`config.mk`:
```
export PLATFORM = sky130hd
export DESIGN_NAME = alu_ctl_sequencer_flat
export DESIGN_NICKNAME = d
export VERILOG_FILES = /design/src/rtl/alu_ctl_sequencer_pkg.sv /design/src/rtl/alu_ctl_sequencer_if.sv /design/src/rtl/alu_ctl_sequencer_decode.sv /design/src/rtl/alu_ctl_sequencer.sv /design/src/flat_wrapper.sv
export SDC_FILE = /design/constraint.sdc
export NUM_CORES = 1
export LEC_CHECK = 0
export ABC_AREA = 0
export ABC_CLOCK_PERIOD_IN_PS = 2400
export BUFFER_PORTS_ARGS = -buffer_cell sky130_fd_sc_hd__buf_4
export CAP_MARGIN = 20
export CORE_MARGIN = 2
export CORE_UTILIZATION = 51
export DETAILED_ROUTE_END_ITERATION = 10
export MAX_ROUTING_LAYER = met4
export PLACE_DENSITY = 0.79
export SETUP_SLACK_MARGIN = 0.02
export SLEW_MARGIN = 20
export SYNTH_ARGS = -nofsm -noshare
export SYNTH_HDL_FRONTEND = slang
export SYNTH_SLANG_ARGS = --single-unit
```
`constraint.sdc`:
```
create_clock -name clk -period 2.4 [get_ports clk]
set_input_delay 0.12 -clock clk [delete_from_list [all_inputs] [get_ports clk]]
set_output_delay 0.12 -clock clk [all_outputs]
set_load 0.02 [all_outputs]
```
`src/rtl/alu_ctl_sequencer_pkg.sv`:
```
// Shared types, ALU control codes and funct keys for the ALU-control sequencer.
// funct_to_ctl maps funct[3:0] to an ALU control code and raises illegal for undecoded keys.
package alu_ctl_sequencer_pkg;

  localparam int unsigned CODE_W = 4;
  localparam int unsigned KEY_W  = 4;

  typedef enum logic [1:0] {
    ST_IDLE  = 2'd0,
    ST_VALID = 2'd1,
    ST_HOLD  = 2'd2
  } state_e;

  localparam logic [CODE_W-1:0] ALUCTL_OR    = 4'd1;
  localparam logic [CODE_W-1:0] ALUCTL_ADD   = 4'd2;
  localparam logic [CODE_W-1:0] ALUCTL_DXOR  = 4'd5;
  localparam logic [CODE_W-1:0] ALUCTL_SUB   = 4'd6;
  localparam logic [CODE_W-1:0] ALUCTL_SLT   = 4'd7;
  localparam logic [CODE_W-1:0] ALUCTL_ANDOR = 4'd8;
  localparam logic [CODE_W-1:0] ALUCTL_MAM   = 4'd10;
  localparam logic [CODE_W-1:0] ALUCTL_NOR   = 4'd12;
  localparam logic [CODE_W-1:0] ALUCTL_XOR   = 4'd13;

  localparam logic [KEY_W-1:0] FUNCT_ADD   = 4'h0;
  localparam logic [KEY_W-1:0] FUNCT_SUB   = 4'h2;
  localparam logic [KEY_W-1:0] FUNCT_DXOR  = 4'h3;
  localparam logic [KEY_W-1:0] FUNCT_ANDOR = 4'h4;
  localparam logic [KEY_W-1:0] FUNCT_OR    = 4'h5;
  localparam logic [KEY_W-1:0] FUNCT_XOR   = 4'h6;
  localparam logic [KEY_W-1:0] FUNCT_NOR   = 4'h7;
  localparam logic [KEY_W-1:0] FUNCT_MAM   = 4'h8;
  localparam logic [KEY_W-1:0] FUNCT_SLT   = 4'hA;

  localparam logic [1:0] ALUOP_SUB   = 2'd1;
  localparam logic [1:0] ALUOP_FUNCT = 2'd2;

  typedef struct packed {
    logic [CODE_W-1:0] code;
    logic              illegal;
  } ctl_word_t;

  function automatic ctl_word_t funct_to_ctl(input logic [KEY_W-1:0] key);
    ctl_word_t w;
    w = '{code: '0, illegal: 1'b0};
    case (key)
      FUNCT_ADD:   w.code = ALUCTL_ADD;
      FUNCT_SUB:   w.code = ALUCTL_SUB;
      FUNCT_DXOR:  w.code = ALUCTL_DXOR;
      FUNCT_ANDOR: w.code = ALUCTL_ANDOR;
      FUNCT_OR:    w.code = ALUCTL_OR;
      FUNCT_XOR:   w.code = ALUCTL_XOR;
      FUNCT_NOR:   w.code = ALUCTL_NOR;
      FUNCT_MAM:   w.code = ALUCTL_MAM;
      FUNCT_SLT:   w.code = ALUCTL_SLT;
      default:     w.illegal = 1'b1;
    endcase
    return w;
  endfunction

endpackage

```
`src/rtl/alu_ctl_sequencer_if.sv`:
```
// Handshake bus between the ID/EX side (master) and the ALU-control sequencer (slave).
// Groups the op input handshake and the registered ALU control output.
interface alu_ctl_sequencer_if #(
  parameter int unsigned FUNCT_W = 6,
  parameter int unsigned CTL_W   = 4,
  parameter int unsigned CNT_W   = 4
) ();
  logic               in_valid;
  logic               in_ready;
  logic [FUNCT_W-1:0] funct;
  logic [1:0]         aluop;
  logic               out_valid;
  logic               out_ready;
  logic [CTL_W-1:0]   aluctl;
  logic               illegal;
  logic               alu_busy;
  logic [CNT_W-1:0]   hold_left;

  modport master (
    output in_valid, funct, aluop, out_ready,
    input  in_ready, out_valid, aluctl, illegal, alu_busy, hold_left
  );

  modport slave (
    input  in_valid, funct, aluop, out_ready,
    output in_ready, out_valid, aluctl, illegal, alu_busy, hold_left
  );
endinterface

```
`src/rtl/alu_ctl_sequencer_decode.sv`:
```
// Combinational decode of {aluop, funct} into an ALU control code, illegal flag and ALU latency.
// Only funct[3:0] participates; the upper funct bits are ignored.
module alu_funct_decode
  import alu_ctl_sequencer_pkg::*;
#(
  parameter int unsigned FUNCT_W = 6,
  parameter int unsigned CTL_W   = 4,
  parameter int unsigned CNT_W   = 4,
  parameter int unsigned MAM_LAT = 4,
  parameter int unsigned DXR_LAT = 2
) (
  input  logic [FUNCT_W-1:0] funct,
  input  logic [1:0]         aluop,
  output logic [CTL_W-1:0]   ctl,
  output logic               illegal,
  output logic [CNT_W-1:0]   lat
);

  ctl_word_t word;

  always_comb begin
    word = '{code: ALUCTL_ADD, illegal: 1'b0};
    case (aluop)
      ALUOP_SUB:   word.code = ALUCTL_SUB;
      ALUOP_FUNCT: word = funct_to_ctl(funct[KEY_W-1:0]);
      default:     word.code = ALUCTL_ADD;
    endcase
  end

  // Multi-cycle ops keep the ALU for their configured latency; everything else takes one cycle.
  always_comb begin
    lat = CNT_W'(1);
    if (word.code == ALUCTL_MAM)       lat = CNT_W'(MAM_LAT);
    else if (word.code == ALUCTL_DXOR) lat = CNT_W'(DXR_LAT);
  end

  assign ctl     = CTL_W'(word.code);
  assign illegal = word.illegal;

  if (FUNCT_W > KEY_W) begin : g_funct_hi
    logic funct_hi_unused;
    assign funct_hi_unused = ^funct[FUNCT_W-1:KEY_W];
  end

endmodule

```
`src/rtl/alu_ctl_sequencer.sv`:
```
// Registered, handshaked ALU-control stage: decodes ops and holds the ALU for multi-cycle ops.
// A pending or holding op is dropped on reset.
module alu_ctl_sequencer
  import alu_ctl_sequencer_pkg::*;
#(
  parameter int unsigned FUNCT_W = 6,
  parameter int unsigned CTL_W   = 4,
  parameter int unsigned MAM_LAT = 4,
  parameter int unsigned DXR_LAT = 2,
  parameter int unsigned CNT_W   = 4
) (
  input  logic                 clk,
  input  logic                 reset,
  alu_ctl_sequencer_if.slave   bus
);

  state_e           state;
  logic             out_valid;
  logic [CTL_W-1:0] aluctl;
  logic             illegal;
  logic             alu_busy;
  logic [CNT_W-1:0] hold_left;
  logic [CNT_W-1:0] lat_q;

  logic [CTL_W-1:0] dec_ctl;
  logic             dec_illegal;
  logic [CNT_W-1:0] dec_lat;
  logic             in_ready;
  logic             accept;

  alu_funct_decode #(
    .FUNCT_W (FUNCT_W),
    .CTL_W   (CTL_W),
    .CNT_W   (CNT_W),
    .MAM_LAT (MAM_LAT),
    .DXR_LAT (DXR_LAT)
  ) u_decode (
    .funct   (bus.funct),
    .aluop   (bus.aluop),
    .ctl     (dec_ctl),
    .illegal (dec_illegal),
    .lat     (dec_lat)
  );

  // A new op may enter only when the current one leaves the ALU this cycle.
  always_comb begin
    in_ready = 1'b0;
    case (state)
      ST_IDLE:  in_ready = 1'b1;
      ST_VALID: in_ready = bus.out_ready && (lat_q == CNT_W'(1));
      ST_HOLD:  in_ready = (hold_left == CNT_W'(1));
      default:  in_ready = 1'b0;
    endcase
  end

  assign accept = bus.in_valid && in_ready;

  always_ff @(posedge clk) begin
    if (reset) begin
      state     <= ST_IDLE;
      out_valid <= 1'b0;
      aluctl    <= '0;
      illegal   <= 1'b0;
      alu_busy  <= 1'b0;
      hold_left <= '0;
      lat_q     <= CNT_W'(1);
    end else begin
      case (state)
        ST_IDLE: begin
          if (accept) begin
            aluctl    <= dec_ctl;
            illegal   <= dec_illegal;
            lat_q     <= dec_lat;
            out_valid <= 1'b1;
            state     <= ST_VALID;
          end
        end
        ST_VALID: begin
          if (bus.out_ready) begin
            if (lat_q > CNT_W'(1)) begin
              out_valid <= 1'b0;
              alu_busy  <= 1'b1;
              hold_left <= CNT_W'(lat_q - CNT_W'(1));
              state     <= ST_HOLD;
            end else if (accept) begin
              aluctl    <= dec_ctl;
              illegal   <= dec_illegal;
              lat_q     <= dec_lat;
            end else begin
              out_valid <= 1'b0;
              state     <= ST_IDLE;
            end
          end
        end
        ST_HOLD: begin
          if (hold_left == CNT_W'(1)) begin
            hold_left <= '0;
            alu_busy  <= 1'b0;
            if (accept) begin
              aluctl    <= dec_ctl;
              illegal   <= dec_illegal;
              lat_q     <= dec_lat;
              out_valid <= 1'b1;
              state     <= ST_VALID;
            end else begin
              state     <= ST_IDLE;
            end
          end else begin
            hold_left <= CNT_W'(hold_left - CNT_W'(1));
          end
        end
        default: state <= ST_IDLE;
      endcase
    end
  end

  assign bus.in_ready  = in_ready;
  assign bus.out_valid = out_valid;
  assign bus.aluctl    = aluctl;
  assign bus.illegal   = illegal;
  assign bus.alu_busy  = alu_busy;
  assign bus.hold_left = hold_left;

endmodule
```
`src/flat_wrapper.sv`:
```
// flat-port wrapper written by rule: the top's interface ports become plain ports
module alu_ctl_sequencer_flat import alu_ctl_sequencer_pkg::*;
#(
  parameter int unsigned FUNCT_W = 6,
  parameter int unsigned CTL_W   = 4,
  parameter int unsigned MAM_LAT = 4,
  parameter int unsigned DXR_LAT = 2,
  parameter int unsigned CNT_W   = 4
)
  (clk, reset, bus_in_valid, bus_funct, bus_aluop, bus_out_ready, bus_in_ready, bus_out_valid, bus_aluctl, bus_illegal, bus_alu_busy, bus_hold_left);
  alu_ctl_sequencer_if #(.FUNCT_W(FUNCT_W), .CTL_W(CTL_W), .CNT_W(CNT_W)) bus_i ();
  input  logic clk;
  input  logic reset;
  input wire logic [$bits(bus_i.in_valid)-1:0] bus_in_valid;
  input wire logic [$bits(bus_i.funct)-1:0] bus_funct;
  input wire logic [$bits(bus_i.aluop)-1:0] bus_aluop;
  input wire logic [$bits(bus_i.out_ready)-1:0] bus_out_ready;
  output wire logic [$bits(bus_i.in_ready)-1:0] bus_in_ready;
  output wire logic [$bits(bus_i.out_valid)-1:0] bus_out_valid;
  output wire logic [$bits(bus_i.aluctl)-1:0] bus_aluctl;
  output wire logic [$bits(bus_i.illegal)-1:0] bus_illegal;
  output wire logic [$bits(bus_i.alu_busy)-1:0] bus_alu_busy;
  output wire logic [$bits(bus_i.hold_left)-1:0] bus_hold_left;
  assign bus_i.in_valid = bus_in_valid;
  assign bus_i.funct = bus_funct;
  assign bus_i.aluop = bus_aluop;
  assign bus_i.out_ready = bus_out_ready;
  assign bus_in_ready = bus_i.in_ready;
  assign bus_out_valid = bus_i.out_valid;
  assign bus_aluctl = bus_i.aluctl;
  assign bus_illegal = bus_i.illegal;
  assign bus_alu_busy = bus_i.alu_busy;
  assign bus_hold_left = bus_i.hold_left;
  alu_ctl_sequencer #(.FUNCT_W(FUNCT_W), .CTL_W(CTL_W), .MAM_LAT(MAM_LAT), .DXR_LAT(DXR_LAT), .CNT_W(CNT_W)) u_core (.clk(clk), .reset(reset), .bus(bus_i));
endmodule
```
==> metrics.md <==
| Metric | Value |
|---|---|
| Hold endpoint | `u_core.lat_q[2]` |
| Mapped Cells | `119` |
| Critical path type | `flop to flop` |
| Slowest cell on crit path | `or4_1` |
| Worst Max-Slew Pin Slew | `492.5 ps` |
| Post-CTS Resized | `0` |
| Synth warnings | `0` |
| Main synth FF type | `dfxtp_1` |
| Sequential share of power | `50.9%` |
| Wire per inst | `13.20 um` |
| Layout net count | `162` |
| Leak | `0.4678 nW` |
| Hold/Removal Path Class | `input port to flop` |
| Drt total wl | `2191 um` |
| Relative slew slack | `67.17%` |
| Hold Path Depth | `2` |
| Area Growth Syn to Fin | `20.91%` |
| Post-Layout Inst Area | `1194 um^2` |
| Post-synth EDFFs | `0` |
| Largest net degree at the start of global routing | `18` |
| Gr ovfl total | `0` |
| Antenna violations before repair | `0` |
| Drt pass-1 iters | `4` |
| Core area | `1764 um^2` |
| Fraction of registers with async set/reset | `0%` |
| Post-synthesis xor/xnor area fraction | `0%` |
| FILL cells | `168` |
| Most common library cells after synthesis | `dfxtp_1, a21oi_1, inv_1` |
| Comb power frac | `23.7%` |
| Net Sw Frac | `30.38%` |
| Post-DP HPWL | `1666 um` |
| Arr. time, crit path | `2410 ps` |
| Ant diodes | `0` |
| GRT Total Usage | `22.54%` |
| Max Transition Viols Final | `0` |
| Compound-cell area share of the yosys netlist | `29.15%` |
| Crit end category | `flop` |
| Adder-cell share of the synthesized area | `8.872%` |
| PortBufs | `21` |
| Internal Power | `394.6 uW` |
| Initial Util | `55.96%` |
| Outcome | `completed` |
| Max_cap viols | `0` |
| Clock sinks | `16` |
| Synth top area share | `32.45%` |
| Final Wtd Congestion | `0.8340` |
| Final setup viols | `0` |
| DRT iter0 DRCs | `27` |
| Clk slew on worst S/H paths | `90 ps` |
| CP required | `2640 ps` |
| Post-synthesis mux area share | `0%` |
| Setup Skew | `8.958 ps` |
| Worst skew pair latency | `290 ps` |
| Syn Nets | `138` |
| Dominant cells by area after synthesis | `dfxtp_1, ha_1, a21oi_1` |
| H-tree depth reported by CTS | `1` |
| R2r setup slk | `220 ps` |
| PwrDens | `474.8 nW/um^2` |
| Sw Pwr | `172.2 uW` |
| Number of global-route vias before repair | `798` |
| RSZ-0062 raised after global routing | `false` |
| Worst Setup Start Kind | `flop` |
| Average size of a mapped cell | `8.296 um^2` |
| Count leader, synth | `dfxtp_1` |
| Final Hold Vio Count | `0` |
| Clock tree buffer depth | `2` |
| Seq/Total Area, Yosys | `32.45%` |
| Worst flop-to-flop path startpoint | `u_core.bus.hold_left[0]` |
| Core Rows | `15` |
| Min-delay src | `reset` |
| Total power | `566.7 uW` |
| Die W | `48.00 um` |
| Post-DR vias/cell | `5.783` |
| Placed cell areas | `1171 um^2` |
| Share of layout cells above drive strength 1 | `21.28%` |
| Crit path max-delay family | `simple AND/OR/NAND/NOR gates` |
| Post-synthesis register bit count | `16` |
| Die ar. | `2304 um^2` |
| Largest family of logic cells by synthesized area | `compound AO/OA/AOI/OAI gates` |
| Netlist cell types | `39` |
| Fmax | `459.7 MHz` |
| Fin Setup TNS | `0 ps` |
| Buf/Inv on CP | `0` |
| Final WS setup | `224.9 ps` |
| Final period util | `90.63%` |
| CTS Buf Count | `3` |
| Critical path's largest stage delay | `540 ps` |
| Part of the power in the clock network | `25.4%` |
| Cell area after synthesis | `987.2 um^2` |
| Synth Area in Simple Gates | `22.56%` |
| # IOs | `24` |
| Pre-CTS setup slack | `244.8 ps` |
| First-pass GRT wire length | `3512 um` |
| Worst VDD drop | `0.0003540 V` |
| DIE HEIGHT | `48.00 um` |
| ANT nets after route | `0` |
| FF-to-FF End | `u_core.lat_q[2]` |
| CP cell instances | `ha_1 > or3b_1 > a221o_1 > or4_1 > a21oi_1` |
| Reg2reg path depth | `5` |
| Clock root buffer | `clkbuf_4` |
| Setup bufs post-CTS | `0` |
| DRC Markers | `0` |
| CTS Hold Bufs | `0` |
| Biggest area consumer among synthesized cells | `dfxtp_1` |
| TritonCTS clock tree | `yes` |
| CP Max Fanout | `7` |
| Min cycle time layout | `2175 ps` |
| DR vias | `960` |
==> flip-flops by register name, indices dropped and copies added (netlist names) <==
register	cells
u_core.bus.alu_busy	1
u_core.bus.aluctl	4
u_core.bus.hold_left	4
u_core.bus.illegal	1
u_core.bus.out_valid	1
u_core.lat_q	3
u_core.state	2
==> worst max path at each step <==
stage | from | endpoint | slack, ps | cells past startpoint
after global routing | u_core.bus.hold_left[1] | u_core.lat_q[2] | 120 | 6
final | u_core.bus.hold_left[0] | u_core.lat_q[2] | 220 | 5
after global placement | u_core.bus.hold_left[0] | u_core.lat_q[2] | 280 | 5
after CTS | u_core.bus.hold_left[0] | u_core.lat_q[2] | 230 | 5
after floorplan | u_core.bus.hold_left[0] | u_core.lat_q[2] | 220 | 6
after detailed placement | u_core.bus.hold_left[0] | u_core.lat_q[2] | 240 | 5
==> per-layer routing <==
layer | share of wire (%) | track usage (%) | vias to the layer above
met3 | 3.4 | 2.264 | 4
met5 | 0 | - | -
met2 | 44 | 33.87 | 18
met4 | 1.5 | 8.108 | 0
met1 | 51 | 31.08 | 452
li1 | - | - | 486
==> power by group through the flow <==
stage | combinational [mW] | sequential (mW) | clock (mW)
finish | 0.134 | 0.289 | 0.144
global route | 0.148 | 0.291 | 0.158
detailed placement | 0.133 | 0.294 | 0
floorplan | 0.0758 | 0.302 | 0
global placement | 0.130 | 0.293 | 0
CTS | 0.134 | 0.288 | 0.148
==> cell usage in the layout, fill, tap and decap left out, types with 4 or more instances in the layout <==
master / instances
inv_1: 11
nand2_1: 7
dfxtp_1: 16
ha_1: 7
nor2_1: 5
buf_4: 24
a21oi_1: 14
a211oi_1: 4
nand3_1: 4
nand2b_1: 6
==> cells by family (layout without fill, tap and decap cells) <==
family,after synthesis,after routing
adders and majority gates,7,7
DFF,16,16
and+or+nand+nor,39,39
AOI/OAI and AO/OA,41,41
buffers and inverters,16,38
==> cell type report <==
cell class	instances	area [um^2]	share of cell area [%]
sequential	16	320.3	26.83
tap	25	31.28	2.621
timing repair buffer	24	180.2	15.09
clock buffer	3	22.52	1.887
inverter	11	41.29	3.459
multi-input combinational	87	598.1	50.11
==> through the flow <==
step | hold slack (ps) | instances | utilization [%]
4_1_cts | 107.2 | 166 | 67.66
3_3_place_gp | 421.5 | 163 | 66.38
2_1_floorplan | 192.1 | 119 | -
6_report | 109.2 | 166 | 67.66
5_1_grt | 128.1 | 166 | 67.66
3_5_place_dp | 423.7 | 163 | 66.38
==> worst register-to-register path, cell delays in order (launching register included) <==
cell     delay, ps
dfxtp_1        410
ha_1           190
or3b_1         390
a221o_1        470
or4_1          540
a21oi_1        130
(Power assumes the default switching activity.)
